===== src/rtl/mem_region_router.sv =====
// Routes CPU data accesses to local data memory, one of N peripheral channels, or a bus error.
// Latency: dmem and unmapped accesses resolve combinationally; peripheral accesses take 1 + WAIT cycles + 1 DONE/ERR cycle.
// Backpressure: external_stall_to_cpu holds the CPU from request acceptance through the last WAIT cycle.
module mem_region_router #(
    parameter int ADDR_W      = 32,
    parameter int DMEM_LIMIT  = 10000,
    parameter int PERIPH_BASE = 10000,
    parameter int PERIPH_SIZE = 1000,
    parameter int N_PERIPH    = 4,
    parameter int TIMEOUT_CYC = 255,
    localparam int SEL_W      = (N_PERIPH > 1) ? $clog2(N_PERIPH) : 1,
    localparam int CNT_W      = (TIMEOUT_CYC > 0) ? $clog2(TIMEOUT_CYC + 1) : 1
) (
    input  logic                clk,
    input  logic                reset,
    input  logic [ADDR_W-1:0]   daddr,
    input  logic                req_valid,
    input  logic [3:0]          we_i,
    input  logic [N_PERIPH-1:0] done_periph,
    output logic [3:0]          we_o,
    output logic [N_PERIPH-1:0] en_periph,
    output logic                choose_drdata,
    output logic [SEL_W-1:0]    sel_periph,
    output logic                external_stall_to_cpu,
    output logic                bus_error
);

    typedef enum logic [1:0] {
        S_IDLE = 2'd0,
        S_WAIT = 2'd1,
        S_DONE = 2'd2,
        S_ERR  = 2'd3
    } state_t;

    state_t           state_q, state_nxt;
    logic [CNT_W-1:0] cnt_q, cnt_nxt;
    logic [SEL_W-1:0] k_q, k_nxt;

    logic [63:0]      addr64;
    logic             hit_dmem;
    logic             hit_periph;
    logic [SEL_W-1:0] hit_k;
    logic             done_sel;

    // Address decode: dmem below DMEM_LIMIT wins, otherwise find the peripheral window (lower bound inclusive, upper exclusive).
    always_comb begin
        addr64     = 64'(daddr);
        hit_dmem   = (addr64 < 64'(DMEM_LIMIT));
        hit_periph = 1'b0;
        hit_k      = '0;
        for (int i = 0; i < N_PERIPH; i++) begin
            if (!hit_dmem &&
                (addr64 >= (64'(PERIPH_BASE) + 64'(i) * 64'(PERIPH_SIZE))) &&
                (addr64 <  (64'(PERIPH_BASE) + 64'(i + 1) * 64'(PERIPH_SIZE)))) begin
                hit_periph = 1'b1;
                hit_k      = SEL_W'(i);
            end
        end
    end

    // Completion from the latched channel only; other channels' done lines are ignored.
    always_comb begin
        done_sel = 1'b0;
        for (int i = 0; i < N_PERIPH; i++) begin
            if (k_q == SEL_W'(i)) begin
                done_sel = done_periph[i];
            end
        end
    end

    // State, timeout counter and latched channel register.
    always_ff @(posedge clk) begin
        if (reset) begin
            state_q <= S_IDLE;
            cnt_q   <= '0;
            k_q     <= '0;
        end else begin
            state_q <= state_nxt;
            cnt_q   <= cnt_nxt;
            k_q     <= k_nxt;
        end
    end

    // Next-state and output decode; new requests are only accepted in IDLE and never while reset is held.
    always_comb begin
        state_nxt             = state_q;
        cnt_nxt               = cnt_q;
        k_nxt                 = k_q;
        we_o                  = 4'b0000;
        en_periph             = '0;
        choose_drdata         = 1'b1;
        external_stall_to_cpu = 1'b0;
        bus_error             = 1'b0;
        case (state_q)
            S_IDLE: begin
                if (req_valid && !reset) begin
                    if (hit_dmem) begin
                        we_o = we_i;
                    end else if (hit_periph) begin
                        external_stall_to_cpu = 1'b1;
                        k_nxt                 = hit_k;
                        cnt_nxt               = '0;
                        state_nxt             = S_WAIT;
                    end else begin
                        bus_error = 1'b1;
                    end
                end
            end
            S_WAIT: begin
                external_stall_to_cpu = 1'b1;
                for (int i = 0; i < N_PERIPH; i++) begin
                    en_periph[i] = (k_q == SEL_W'(i));
                end
                // Completion beats timeout when both land in the same cycle.
                if (done_sel) begin
                    state_nxt = S_DONE;
                end else if (cnt_q == CNT_W'(TIMEOUT_CYC)) begin
                    state_nxt = S_ERR;
                end else begin
                    cnt_nxt = cnt_q + CNT_W'(1);
                end
            end
            S_DONE: begin
                choose_drdata = 1'b0;
                state_nxt     = S_IDLE;
            end
            S_ERR: begin
                bus_error = 1'b1;
                state_nxt = S_IDLE;
            end
            default: begin
                state_nxt = S_IDLE;
            end
        endcase
    end

    // Read-mux index follows the last latched channel at all times.
    assign sel_periph = k_q;

endmodule


===== config.mk =====
export PLATFORM = sky130hd
export DESIGN_NAME = mem_region_router
export DESIGN_NICKNAME = d
export VERILOG_FILES = /design/src/rtl/mem_region_router.sv
export SDC_FILE = /design/constraint.sdc
export NUM_CORES = 1
export LEC_CHECK = 0
export ABC_AREA = 0
export CORE_MARGIN = 2
export CORE_UTILIZATION = 43
export CTS_BUF_LIST = sky130_fd_sc_hd__clkbuf_16
export CTS_CLUSTER_SIZE = 12
export DETAILED_ROUTE_END_ITERATION = 12
export PLACE_DENSITY = 0.86
export SLEW_MARGIN = 20
export SYNTH_ARGS = -nofsm -noshare
export SYNTH_HDL_FRONTEND = slang
export SYNTH_SLANG_ARGS = --single-unit

===== constraint.sdc =====
create_clock -name clk -period 4.1 [get_ports clk]
set_input_delay 0.82 -clock clk [delete_from_list [all_inputs] [get_ports clk]]
set_output_delay 0.82 -clock clk [all_outputs]
set_load 0.03 [all_outputs]

==> run metrics <==
Layout area overhead 59.6%; initial antenna violation count 0; Total Neg Setup Slack 0 ps; worst hold start cnt_q[6]; vias post-DR 1342; flop-to-flop setup slack 1700 ps; area of the multi-input gates 815 um^2; Post-synth ARST share 0%; worst hold stages 2; synthesized area per cell 7.70 um^2; Power per Cell Area 337 nW/um^2; Setup Buffers After CTS 0; Crit Path Category in -> out; # diodes 0; Worst path slowest cell clkdlybuf4s50_1; Die Span Y 54.3 um; Crit path max-delay family buffers and inverters; slew margin rel. 55.1%; # port buffers 52; Worst path most repeated cell clkdlybuf4s50_1; max-cap viol count 0; Peak VDD IR 0.312 mV; worst reg2reg endpoint cnt_q[5]; syn nets 189; ANT nets after route 0; Worst Path Buf+Inv 2; Clock Latency Late Sink 240 ps; hold endpoint cnt_q[6]; worst-path fanout max 6; HP Class reg -> reg; Clock transition at path regs 40 ps; nets 247; CP startpoint kind primary input; routability cong. 0.909; Net Sw Frac 36.6%; routed len/inst 14.0 um; Post-synth EDFFs 0; yosys warns 0; core area 2430 um^2; Worst-Margin Slew 673 ps; final setup fails 0; NetSw 0.000214 W; P_leak 0.674 nW; Gate power share 45.7%; Initial Utilization 44.7%; vias per inst 5.89; register area 240 um^2; WP depth 7; CP max stage delay 600 ps; Seq pwr share 23.8%; cells along the critical path clkdlybuf4s50_1 > or4_1 > a41oi_2 > nand2_2 > nand4b_1 > nand2b_1 > clkdlybuf4s50_1; Internal 0.000371 W; DRT Pass-1 Iters 4; DRC 0; FF-to-FF path depth 6; CP Capture Type output pin; die area 2940 um^2; max frequency 254 MHz; vias in the first global route 1238; largest net degree at the start of global routing 19; CTS tree done; # hold bufs at CTS 0; worst path required time 3280 ps; R2R Path Start sel_periph[0]; PnR Total Power 0.000585 W; drt initial violations 43; part of the Yosys area used for sequential elements 22.1%; cts bufs inserted 3; Critical Path AT 3120 ps; clock network power share 30.4%; crit share post-route 96.0%; Primary FF master, synth dfxtp_1; global-route wire length before repair 5180 um; status finished, final reports clean; DP HPWL 2480 um; register bit total from synthesis 12; share of layout cells above drive strength 1 10.6%; Post-Syn Area 1090 um^2; Max H-tree Level 1; total routing usage reported by global routing 24.0%; grt ovf 0; post-synth cell types 44; CTS max path bufs 2; fin crit period 3940 ps; cells after synthesis 141; row count 18; CTS Sinks 12; Final Hold Violating Endpoints 0; IO Count 56; fillcell total 194; Clock Tree Root clkbuf_16; RSZ-0062 raised after global routing false; Slew Limit Fails 0; die extent in x 54.3 um; Final Skew 3.03 ps; wirelength, routed 3190 um
## synth_stat cells, types with 3 or more instances
cell type  count  share of area [%]
nand2_1       12                4.1
o31ai_1        3                2.1
nor4_1         4                2.3
nand4_1        4                2.3
dfxtp_1       12                 22
or4_1          5                3.5
or3_1          4                2.3
inv_1          5                1.7
a21oi_1       11                5.1
nand3_1        8                3.7
o21ai_0        4                1.8
a31oi_1        3                1.7
and3_1         4                2.3
a41oi_2        3                4.5
nor2_1        15                5.2
ha_1           5                5.8
and2_1         4                2.3
o21a_1         3                2.1
## layout by cell type, fill, tap and decap left out, drive strengths merged, types with 4 or more instances in the layout
| cell type | netlist | routed |
|---|---|---|
| and2 | 4 | 4 |
| nor2 | 15 | 15 |
| o21ai | 5 | 5 |
| inv | 5 | 5 |
| ha | 5 | 5 |
| and3 | 4 | 4 |
| clkdlybuf4s50 | 0 | 47 |
| buf | 1 | 8 |
| or3 | 4 | 4 |
| or4 | 5 | 5 |
| dfxtp | 12 | 12 |
| nand2 | 13 | 13 |
| a21oi | 11 | 11 |
| a41oi | 5 | 5 |
| nand4 | 4 | 4 |
| nor4 | 4 | 4 |
| nand3 | 8 | 8 |
## through the flow
| stage | setup WS [ps] | area (um^2) | util [%] | hold WS [ps] | cells |
|---|---|---|---|---|---|
| floorplan | 1030 | 1090 | - | 446 | 141 |
| global placement | 155 | 1650 | 67.9 | 458 | 224 |
| detailed placement | 142 | 1650 | 67.9 | 478 | 224 |
| CTS | 129 | 1730 | 71.1 | 484 | 228 |
| global route | 38.9 | 1730 | 71.2 | 503 | 228 |
| finish | 165 | 1730 | 71.2 | 488 | 228 |
## cell families after synthesis
kind of cell,synth area share (%)
DFF,22.1
and+or+nand+nor,37.4
AOI/OAI and AO/OA,27.8
adders and majority gates,5.76
muxes,4.03
buffers and inverters,2.88
## tightest hold or removal path: cells and delay by family, from the launching register on
family / cells / cell delay [ps]
DFF: 1 / 310
AOI/OAI and AO/OA: 2 / 130
## layout make-up
class	instances	area share, %
Clock buffer	3	4.33
Timing Repair Buffer	56	31.3
Sequential cell	12	13.9
Inverter	5	1.08
Multi-Input combinational cell	121	47.0
Clock inverter	1	0.217
Tap cell	30	2.17
## how the worst max path moves through the flow
stage               startpoint                    end  slack, ps
detailed placement   daddr[10]              bus_error        140
floorplan             daddr[6]                we_o[0]       1030
global route          daddr[6]  external_stall_to_cpu         40
global placement     daddr[10]              bus_error        150
finish                daddr[6]  external_stall_to_cpu        160
CTS                  daddr[10]              bus_error        130
## power groups by stage
stage                     Sequential, W  Combinational, W  Clock, W
after global routing           0.000141          0.000296  0.000188
after global placement         0.000140          0.000257         0
after detailed placement       0.000141          0.000262         0
final                          0.000139          0.000267  0.000178
after floorplan                0.000138          0.000169         0
after CTS                      0.000140          0.000266  0.000182
## flip-flops by register name, indices dropped and copies added, names as in the netlist
register    count
state_q         2
cnt_q           8
sel_periph      2
## repair_timing
action / 4_1_cts / 5_1_grt
resized for setup: 0 / 1
setup endpoints to repair: 0 / 1
hold endpoints to repair: 0 / 0
## layer usage
| metal | vias to the layer above | part of all wire [%] | global-route usage (%) | wire (um) |
|---|---|---|---|---|
| met5 | - | 0 | 0 | 0 |
| met4 | 0 | 1.3 | 7.92 | 40 |
| met3 | 5 | 6.6 | 7.65 | 212 |
| met2 | 47 | 49 | 41.4 | 1560 |
| met1 | 626 | 43 | 27.9 | 1370 |
| li1 | 664 | - | - | - |
(Power assumes the default switching activity.)
